<file path="src/rtl/mmio_bank.sv">
// Memory-mapped register bank: N_OUT read/write output words plus a debounced,
// edge-capturing input port with a maskable level interrupt.
module mmio_bank #(
    parameter int N_OUT           = 2,
    parameter int N_IN            = 14,
    parameter int DEBOUNCE_CYCLES = 4
) (
    input  logic                 clock,
    input  logic                 reset,
    input  logic                 select,
    input  logic [7:0]           address,
    input  logic [3:0]           byteena,
    input  logic [31:0]          data,
    input  logic                 wren,
    output logic [31:0]          q,
    input  logic [N_IN-1:0]      io_input_bus,
    output logic [32*N_OUT-1:0]  io_output_bus,
    output logic                 irq
);

    localparam int CW = $clog2(DEBOUNCE_CYCLES + 1);
    localparam logic [CW-1:0] CNT_LAST = CW'(DEBOUNCE_CYCLES - 1);
    localparam logic [7:0] ADDR_STABLE  = 8'h20;
    localparam logic [7:0] ADDR_CAPTURE = 8'h21;
    localparam logic [7:0] ADDR_ENABLE  = 8'h22;

    logic [31:0]     out_regs [N_OUT];
    logic [N_IN-1:0] sync_a, sync_b;
    logic [N_IN-1:0] stable, stable_next;
    logic [N_IN-1:0] capture, enable;
    logic [N_IN-1:0] write_bits, clear_bits;
    logic [CW-1:0]   cnt      [N_IN];
    logic [CW-1:0]   cnt_next [N_IN];
    logic [31:0]     byte_mask;
    logic [31:0]     read_data;
    logic            write_en;

    assign write_en   = select & wren;
    assign write_bits = data[N_IN-1:0] & byte_mask[N_IN-1:0];
    assign clear_bits = (write_en && address == ADDR_CAPTURE) ? write_bits : '0;

    always_comb begin
        for (int unsigned i = 0; i < 4; i++) begin
            byte_mask[8*i +: 8] = {8{byteena[i]}};
        end
    end

    always_comb begin
        for (int unsigned k = 0; k < N_OUT; k++) begin
            io_output_bus[32*k +: 32] = out_regs[k];
        end
    end

    // The counter flips the stable bit on the edge that completes the
    // DEBOUNCE_CYCLES-th consecutive differing sample, so it never wraps.
    always_comb begin
        for (int unsigned i = 0; i < N_IN; i++) begin
            stable_next[i] = stable[i];
            cnt_next[i]    = '0;
            if (sync_b[i] != stable[i]) begin
                if (cnt[i] == CNT_LAST) begin
                    stable_next[i] = sync_b[i];
                end else begin
                    cnt_next[i] = cnt[i] + CW'(1);
                end
            end
        end
    end

    always_comb begin
        read_data = '0;
        for (int unsigned k = 0; k < N_OUT; k++) begin
            if (address == 8'(k)) begin
                read_data = out_regs[k];
            end
        end
        case (address)
            ADDR_STABLE:  read_data = 32'(stable);
            ADDR_CAPTURE: read_data = 32'(capture);
            ADDR_ENABLE:  read_data = 32'(enable);
            default: ;
        endcase
    end

    always_ff @(posedge clock or negedge reset) begin
        if (!reset) begin
            for (int unsigned k = 0; k < N_OUT; k++) begin
                out_regs[k] <= '0;
            end
        end else if (write_en) begin
            for (int unsigned k = 0; k < N_OUT; k++) begin
                if (address == 8'(k)) begin
                    out_regs[k] <= (out_regs[k] & ~byte_mask) | (data & byte_mask);
                end
            end
        end
    end

    always_ff @(posedge clock or negedge reset) begin
        if (!reset) begin
            sync_a <= '0;
            sync_b <= '0;
            stable <= '0;
            for (int unsigned i = 0; i < N_IN; i++) begin
                cnt[i] <= '0;
            end
        end else begin
            sync_a <= io_input_bus;
            sync_b <= sync_a;
            stable <= stable_next;
            for (int unsigned i = 0; i < N_IN; i++) begin
                cnt[i] <= cnt_next[i];
            end
        end
    end

    // A rising edge detected on the same cycle as a clear wins.
    always_ff @(posedge clock or negedge reset) begin
        if (!reset) begin
            capture <= '0;
            enable  <= '0;
            irq     <= 1'b0;
        end else begin
            capture <= (capture & ~clear_bits) | (stable_next & ~stable);
            if (write_en && address == ADDR_ENABLE) begin
                enable <= (enable & ~byte_mask[N_IN-1:0]) | write_bits;
            end
            irq <= |(capture & enable);
        end
    end

    always_ff @(posedge clock or negedge reset) begin
        if (!reset) begin
            q <= '0;
        end else if (select) begin
            q <= read_data;
        end
    end

endmodule
</file>
<file path="config.mk">
export PLATFORM = sky130hd
export DESIGN_NAME = mmio_bank
export DESIGN_NICKNAME = d
export VERILOG_FILES = /design/src/rtl/mmio_bank.sv
export SDC_FILE = /design/constraint.sdc
export NUM_CORES = 1
export LEC_CHECK = 0
export CAP_MARGIN = 10
export CORE_MARGIN = 5
export CORE_UTILIZATION = 40
export DETAILED_ROUTE_END_ITERATION = 6
export PLACE_DENSITY_LB_ADDON = 0.08
export SLEW_MARGIN = 20
export SYNTH_ARGS = -nofsm -noshare
export SYNTH_HDL_FRONTEND = slang
export SYNTH_SLANG_ARGS = --single-unit
</file>
<file path="constraint.sdc">
create_clock -name clock -period 1.05 [get_ports clock]
set_input_delay 0.105 -clock clock [delete_from_list [all_inputs] [get_ports clock]]
set_output_delay 0.105 -clock clock [all_outputs]
set_load 0.02 [all_outputs]
</file>
==> impl_metrics.json <==
{
  "crit_family": "flip-flops",
  "core-area_sq_um": 21000,
  "routedWlPerCell_um": 19.5,
  "final_nets": 1043,
  "critical_path_cell_count": 1,
  "ir_drop_mv": 1.11,
  "gp_congestion": 0.780,
  "finalCritPeriodShare_pct": 114,
  "clk_pin_slew_ns": 0.06,
  "fin_crit_ns": 1.20,
  "seq_area_frac_synth_pct": 61.4,
  "grt_pass1_vias": 7223,
  "cts_tree": "yes",
  "cp.arrival_ns": 1.09,
  "cp-end-kind": "output port",
  "grt_max_degree": 43,
  "critPathMaxStageDelay_ns": 0.43,
  "violations": "negative setup slack",
  "antenna_found_initial": 0,
  "required_ns": 0.94,
  "dieArea_sq_um": 24300,
  "drv_cap": 0,
  "hold_violations": 0,
  "reg2reg_depth": 3,
  "avgSynthCellArea_sq_um": 13.6,
  "synthTopCellsByArea": "dfrtp_1, mux2_2, mux2i_1",
  "cts_buffer_depth": 3,
  "vias_per_cell": 5.19,
  "cp-start-kind": "flip-flop",
  "crit_fanout": 2,
  "tightest_slew_ns": 0.362,
  "numPortBuffers": 158,
  "first_pass_iters": 4,
  "critPathKind": "flip-flop to output port",
  "ys.flop_type": "dfrtp_1",
  "yosysUniqueCellTypes": 37,
  "synth_most_common_cell": "dfrtp_1",
  "synth-seq-cells": 209,
  "start_util_pct": 40.5,
  "power_density_nw_per_um2": 1610,
  "max_freq_ghz": 0.835,
  "die_h_um": 156,
  "finalCoreUtilization_pct": 63.9,
  "min_path_cells": 1,
  "worstPathCellList": "buf_6",
  "post-synth-top-area-cell": "dfrtp_1",
  "wl_um": 24500,
  "grt_usage_pct": 20.0,
  "clock_latency_ns": 0.51,
  "min_path_type": "input pin to flip-flop",
  "fin_ws_ns": -0.148,
  "root_buffer": "clkbuf_16",
  "drv_slew": 0,
  "grt_pass1_wl_um": 39000,
  "numClockSinks": 209,
  "rows": 53,
  "synth.top_cells.by_count": "dfrtp_1, mux2_2, inv_1",
  "dp_hpwl_um": 17100,
  "leakagePower_nw": 6.27,
  "outcome": "finished, violations left",
  "crit_slowest_cell": "dfrtp_1",
  "finalSetupViolations": 139,
  "rsz0062_at_grt": "true",
  "p_total_mw": 21.7,
  "syn2layout_area_growth_pct": 57.7,
  "crit_buf_inv": 1,
  "dr.first_iter.drc_count": 260,
  "slew_headroom_pct": 75.7,
  "synth_edf_count": 0,
  "diodes": 0,
  "num_io_pins": 159,
  "fillers": 1610,
  "overflow": 0,
  "drive_above_1_share_pct": 51.2,
  "async_reset_ff_share_pct": 100,
  "syn_inst": 625,
  "syn_area_sq_um": 8520,
  "finClkSkew_ns": 0.0178,
  "die_w_um": 156,
  "detail-route-antenna-nets": 0,
  "ys_warn_count": 0,
  "num_vias": 6508,
  "htreeDepth": 1,
  "yosysTopAreaCellShare_pct": 61.4,
  "drc": 0,
  "numCtsBuffers": 23,
  "synth_nets": 701
}
[cell families (layout without fill, tap and decap cells)]
family | Yosys count | after routing | synth area share (%)
flops | 209 | 209 | 61.4
simple gates | 128 | 128 | 10.1
mux | 106 | 106 | 13.6
compound gates | 99 | 99 | 8.90
buf+inv | 55 | 408 | 2.54
fa+ha+maj | 14 | 14 | 2.06
xor+xnor | 14 | 14 | 1.44
[where the power goes]
part | internal, mW | total [mW] | switching [mW]
Sequential | 9.10 | 9.85 | 0.754
Combinational | 2.53 | 4.45 | 1.92
Clock | 4.27 | 7.35 | 3.08
[layout by cell type, fill, tap and decap left out, drive strengths merged, types with 3 or more instances in the layout]
cell and n:
a22oi 23, a2bb2oi 14, a32o 14, and3 3, buf 286, clkbuf 33, clkdlybuf4s50 50, clkinv 3
dfrtp 209, ha 14, inv 33, mux2 78, mux2i 28, nand2 16, nand2b 14, nand3 7
nand4 18, nor2b 23, nor3 18, nor3b 20, o21ai 14, o221ai 14, o22ai 18, xnor2 14
[final timing paths]
kind | start | end | slack (ns)
worst max-delay path | flip-flop | io_output_bus[43] | -0.15
worst min-delay path | io_input_bus[6] | sync_a[6]$_DFF_PN0_ | 0.03
worst max register to register | capture[4]$_DFF_PN0_ | irq$_DFF_PN0_ | -0.03
worst min register to register | sync_a[2]$_DFF_PN0_ | sync_b[2]$_DFF_PN0_ | 0.34
max in group asynchronous | reset | cnt[37]$_DFF_PN0_ | 0.37
min in group asynchronous | reset | q[18]$_DFFE_PN0P_ | 0.10
[worst register-to-register path, cell delays in order (launching register included)]
cell      delay [ns]
dfrtp_1         0.42
a22o_1          0.22
a221oi_2        0.19
nand4_1         0.12
[repair_timing]
action                                 CTS  global route
hold buffers                             1             0
endpoints found under the hold margin  209             0
setup buffers                           39            19
resized for setup                      701            54
setup endpoints to repair              237           189
pin swaps                               38            23
[layout make-up]
type                            count  area, sq um  area share [%]
Clock buffer                       32          649            4.83
Clock inverter                      4         23.8           0.177
Inverter                           32          120           0.894
Multi-Input combinational cell    361         3750            27.9
Sequential cell                   209         5230            38.9
Tap cell                          275          344            2.56
Timing Repair Buffer              340         3320            24.7
[through the flow]
stage	TNS [ns]	hold WS (ns)	cell area, sq um	setup WS (ns)	std cells
final	-10.53	0.0293	13400	-0.148	1253
after global routing	-14.87	0.0208	13400	-0.173	1253
after CTS	-12.05	0.0108	13100	-0.173	1240
after detailed placement	-107.98	0.0459	11700	-0.999	1165
after global placement	-106.42	0.0407	11700	-0.960	1165
after floorplan	-33.95	-0.191	8750	-0.551	625
[per-layer routing]
metal  vias up  GRT usage [%]  wire, um
li1       2984              -         -
met1      3279           27.3     10700
met2       202           33.2     11700
met3        43           2.97      1460
met4         0           6.21       622
met5         -              0         0
(Power assumes the default switching activity.)
==> patch (same settings) <==
Register the output `io_output_bus`, with the module's reset; this adds one clock of latency there. The other outputs are not delayed to match.
--- a/src/rtl/mmio_bank.sv
+++ b/src/rtl/mmio_bank.sv
@@ -24,6 +24,8 @@
     localparam logic [7:0] ADDR_CAPTURE = 8'h21;
     localparam logic [7:0] ADDR_ENABLE  = 8'h22;
 
+    logic [32*N_OUT-1:0] io_output_bus_d;
+
     logic [31:0]     out_regs [N_OUT];
     logic [N_IN-1:0] sync_a, sync_b;
     logic [N_IN-1:0] stable, stable_next;
@@ -47,7 +49,7 @@
 
     always_comb begin
         for (int unsigned k = 0; k < N_OUT; k++) begin
-            io_output_bus[32*k +: 32] = out_regs[k];
+            io_output_bus_d[32*k +: 32] = out_regs[k];
         end
     end
 
@@ -137,4 +139,12 @@
         end
     end
 
+    always_ff @(posedge clock or negedge reset) begin
+        if (!reset) begin
+            io_output_bus <= '0;
+        end else begin
+            io_output_bus <= io_output_bus_d;
+        end
+    end
+
 endmodule
Formal check against the unedited RTL: not equivalent (a bounded check fails within 4 cycles, from zero or initial values and one cycle with reset low).
==> patch against the unedited design <==
The flow still finishes with violations (setup timing); clock skew shrank 0.0046 ns; routed wire length grew 6.4%; non-clock buffer count shrank 50; synthesized area grew 19%; combinational power shrank 6.7%; sequential cell count grew 64; cell area grew 12%; total power grew 24%; via count grew 3.6%; worst setup slack lost 0.19 ns; clock power grew 40%.
==> patch: results (changes against the unedited design) <==
INFO  metric num_vias = 6745 (was 6508)
INFO  metric synthDistinctLibCells = 44 (was 37)
INFO  metric grt_use_met1 = 0.2458 (was 0.2731)
INFO  metric ys_top_cells_by_count = dfrtp_1 (273), mux2_2 (80), inv_1 (35) (was dfrtp_1 (209), mux2_2 (74), inv_1 (32))
INFO  metric number_of_global_route_vias_before_repair = 7449 (was 7223)
INFO  metric syn-instance-count = 698 (was 625)
INFO  metric m1WireLength = 11.39 mm (was 10.66 mm)
INFO  metric cp.arrival = 1.76 ns (was 1.09 ns)
INFO  metric largest_delay_contributor_family_on_the_critical_path = compound AO/OA/AOI/OAI gates (was flip-flops)
INFO  metric top_layer = met5 (was met4)
INFO  metric postLayoutSetupSlackWorst = -0.3370 ns (was -0.1479 ns)
INFO  metric dp_hpwl = 17.76 mm (was 17.11 mm)
INFO  metric clock_skew = 0.01317 ns (was 0.01778 ns)
INFO  metric rr_worst_depth = 5 (was 3)
INFO  metric status = finished, violations left (unchanged)
INFO  metric initialDrtViolationCount = 258 (was 260)
INFO  metric synthTopCellsByArea = dfrtp_1 (68%), mux2_2 (8.9%), a22oi_1 (2.3%) (was dfrtp_1 (61%), mux2_2 (9.8%), mux2i_1 (3.3%))
INFO  metric place_ws = -1.277 ns (was -0.9986 ns)
INFO  metric cp_slowest_stage_delay = 0.39 ns (was 0.43 ns)
INFO  metric worst_hold_path.endpoint = sync_a[10] (was sync_a[6])
INFO  metric gp_congestion = 0.7794 (was 0.7801)
INFO  metric global_route.usage.met2 = 0.2984 (was 0.3320)
INFO  metric placedCellCount = 1239 (was 1165)
INFO  metric worst_ir_drop_vdd = 0.8843 mV (was 1.115 mV)
INFO  metric met3_length = 1.535 mm (was 1.458 mm)
INFO  metric syn_nets = 774 (was 701)
INFO  metric placedInstanceArea = 12710 um^2 (was 11660 um^2)
INFO  metric report.final.setup_viol = 222 (was 139)
INFO  metric grt_antenna_before_repair = 1 (was 0)
INFO  metric violations_in_the_final_reports = setup timing (unchanged)
-- patch: cell types whose count changed after synthesis, sizes merged, moves of 5 or more --
| cell | delta |
|---|---|
| a22o | +7 |
| a22oi | +8 |
| a2bb2oi | -14 |
| dfrtp | +64 |
| mux2i | -9 |
| nand2 | +19 |
| nand2b | -5 |
| nand4 | -15 |
| nor2 | +7 |
| o2bb2ai | +5 |
-- patch: cells by family (layout without fill, tap and decap cells) --
kind of cell / Yosys count / in the layout / synth area share
fa+ha+maj: 14 / 14 / 0.01732
flops: 273 / 273 / 0.6754
compound gates: 109 / 109 / 0.08152
simple gates: 132 / 132 / 0.08115
xor+xnor: 14 / 14 / 0.01212
mux: 99 / 99 / 0.1079
buf+inv: 57 / 378 / 0.02462
-- patch: worst max-delay path by stage --
stage	depth (start not counted)	slack [ns]	to
2_1_floorplan	4	-0.60	flop
3_3_place_gp	6	-1.18	flop
3_5_place_dp	6	-1.28	flop
4_1_cts	5	-0.37	irq
5_1_grt	5	-0.39	irq
6_report	5	-0.34	irq
-- patch: report_power, final --
group / switching [mW] / total [mW] / internal, mW
Combinational: 1.86 / 4.15 / 2.29
Clock: 4.08 / 10.3 / 6.18
Sequential: 0.776 / 12.4 / 11.6
-- patch: cell type report --
cell class / count / area, um^2
clock buffers: 42 / 864.6
clock inverters: 11 / 113.9
fillers: 1955 / 9935
inverters: 35 / 131.4
multi-input cells: 368 / 3747
flip-flops and latches: 273 / 6832
well taps: 330 / 412.9
repair buffers: 290 / 3000
-- patch: what timing repair did --
action | CTS | global route
gates cloned | 3 | 0
setup buffers | 32 | 14
setup endpoints to repair | 238 | 242
hold buffers | 10 | 1
pin swaps | 62 | 46
resized for setup | 732 | 71
endpoints found under the hold margin | 281 | 1
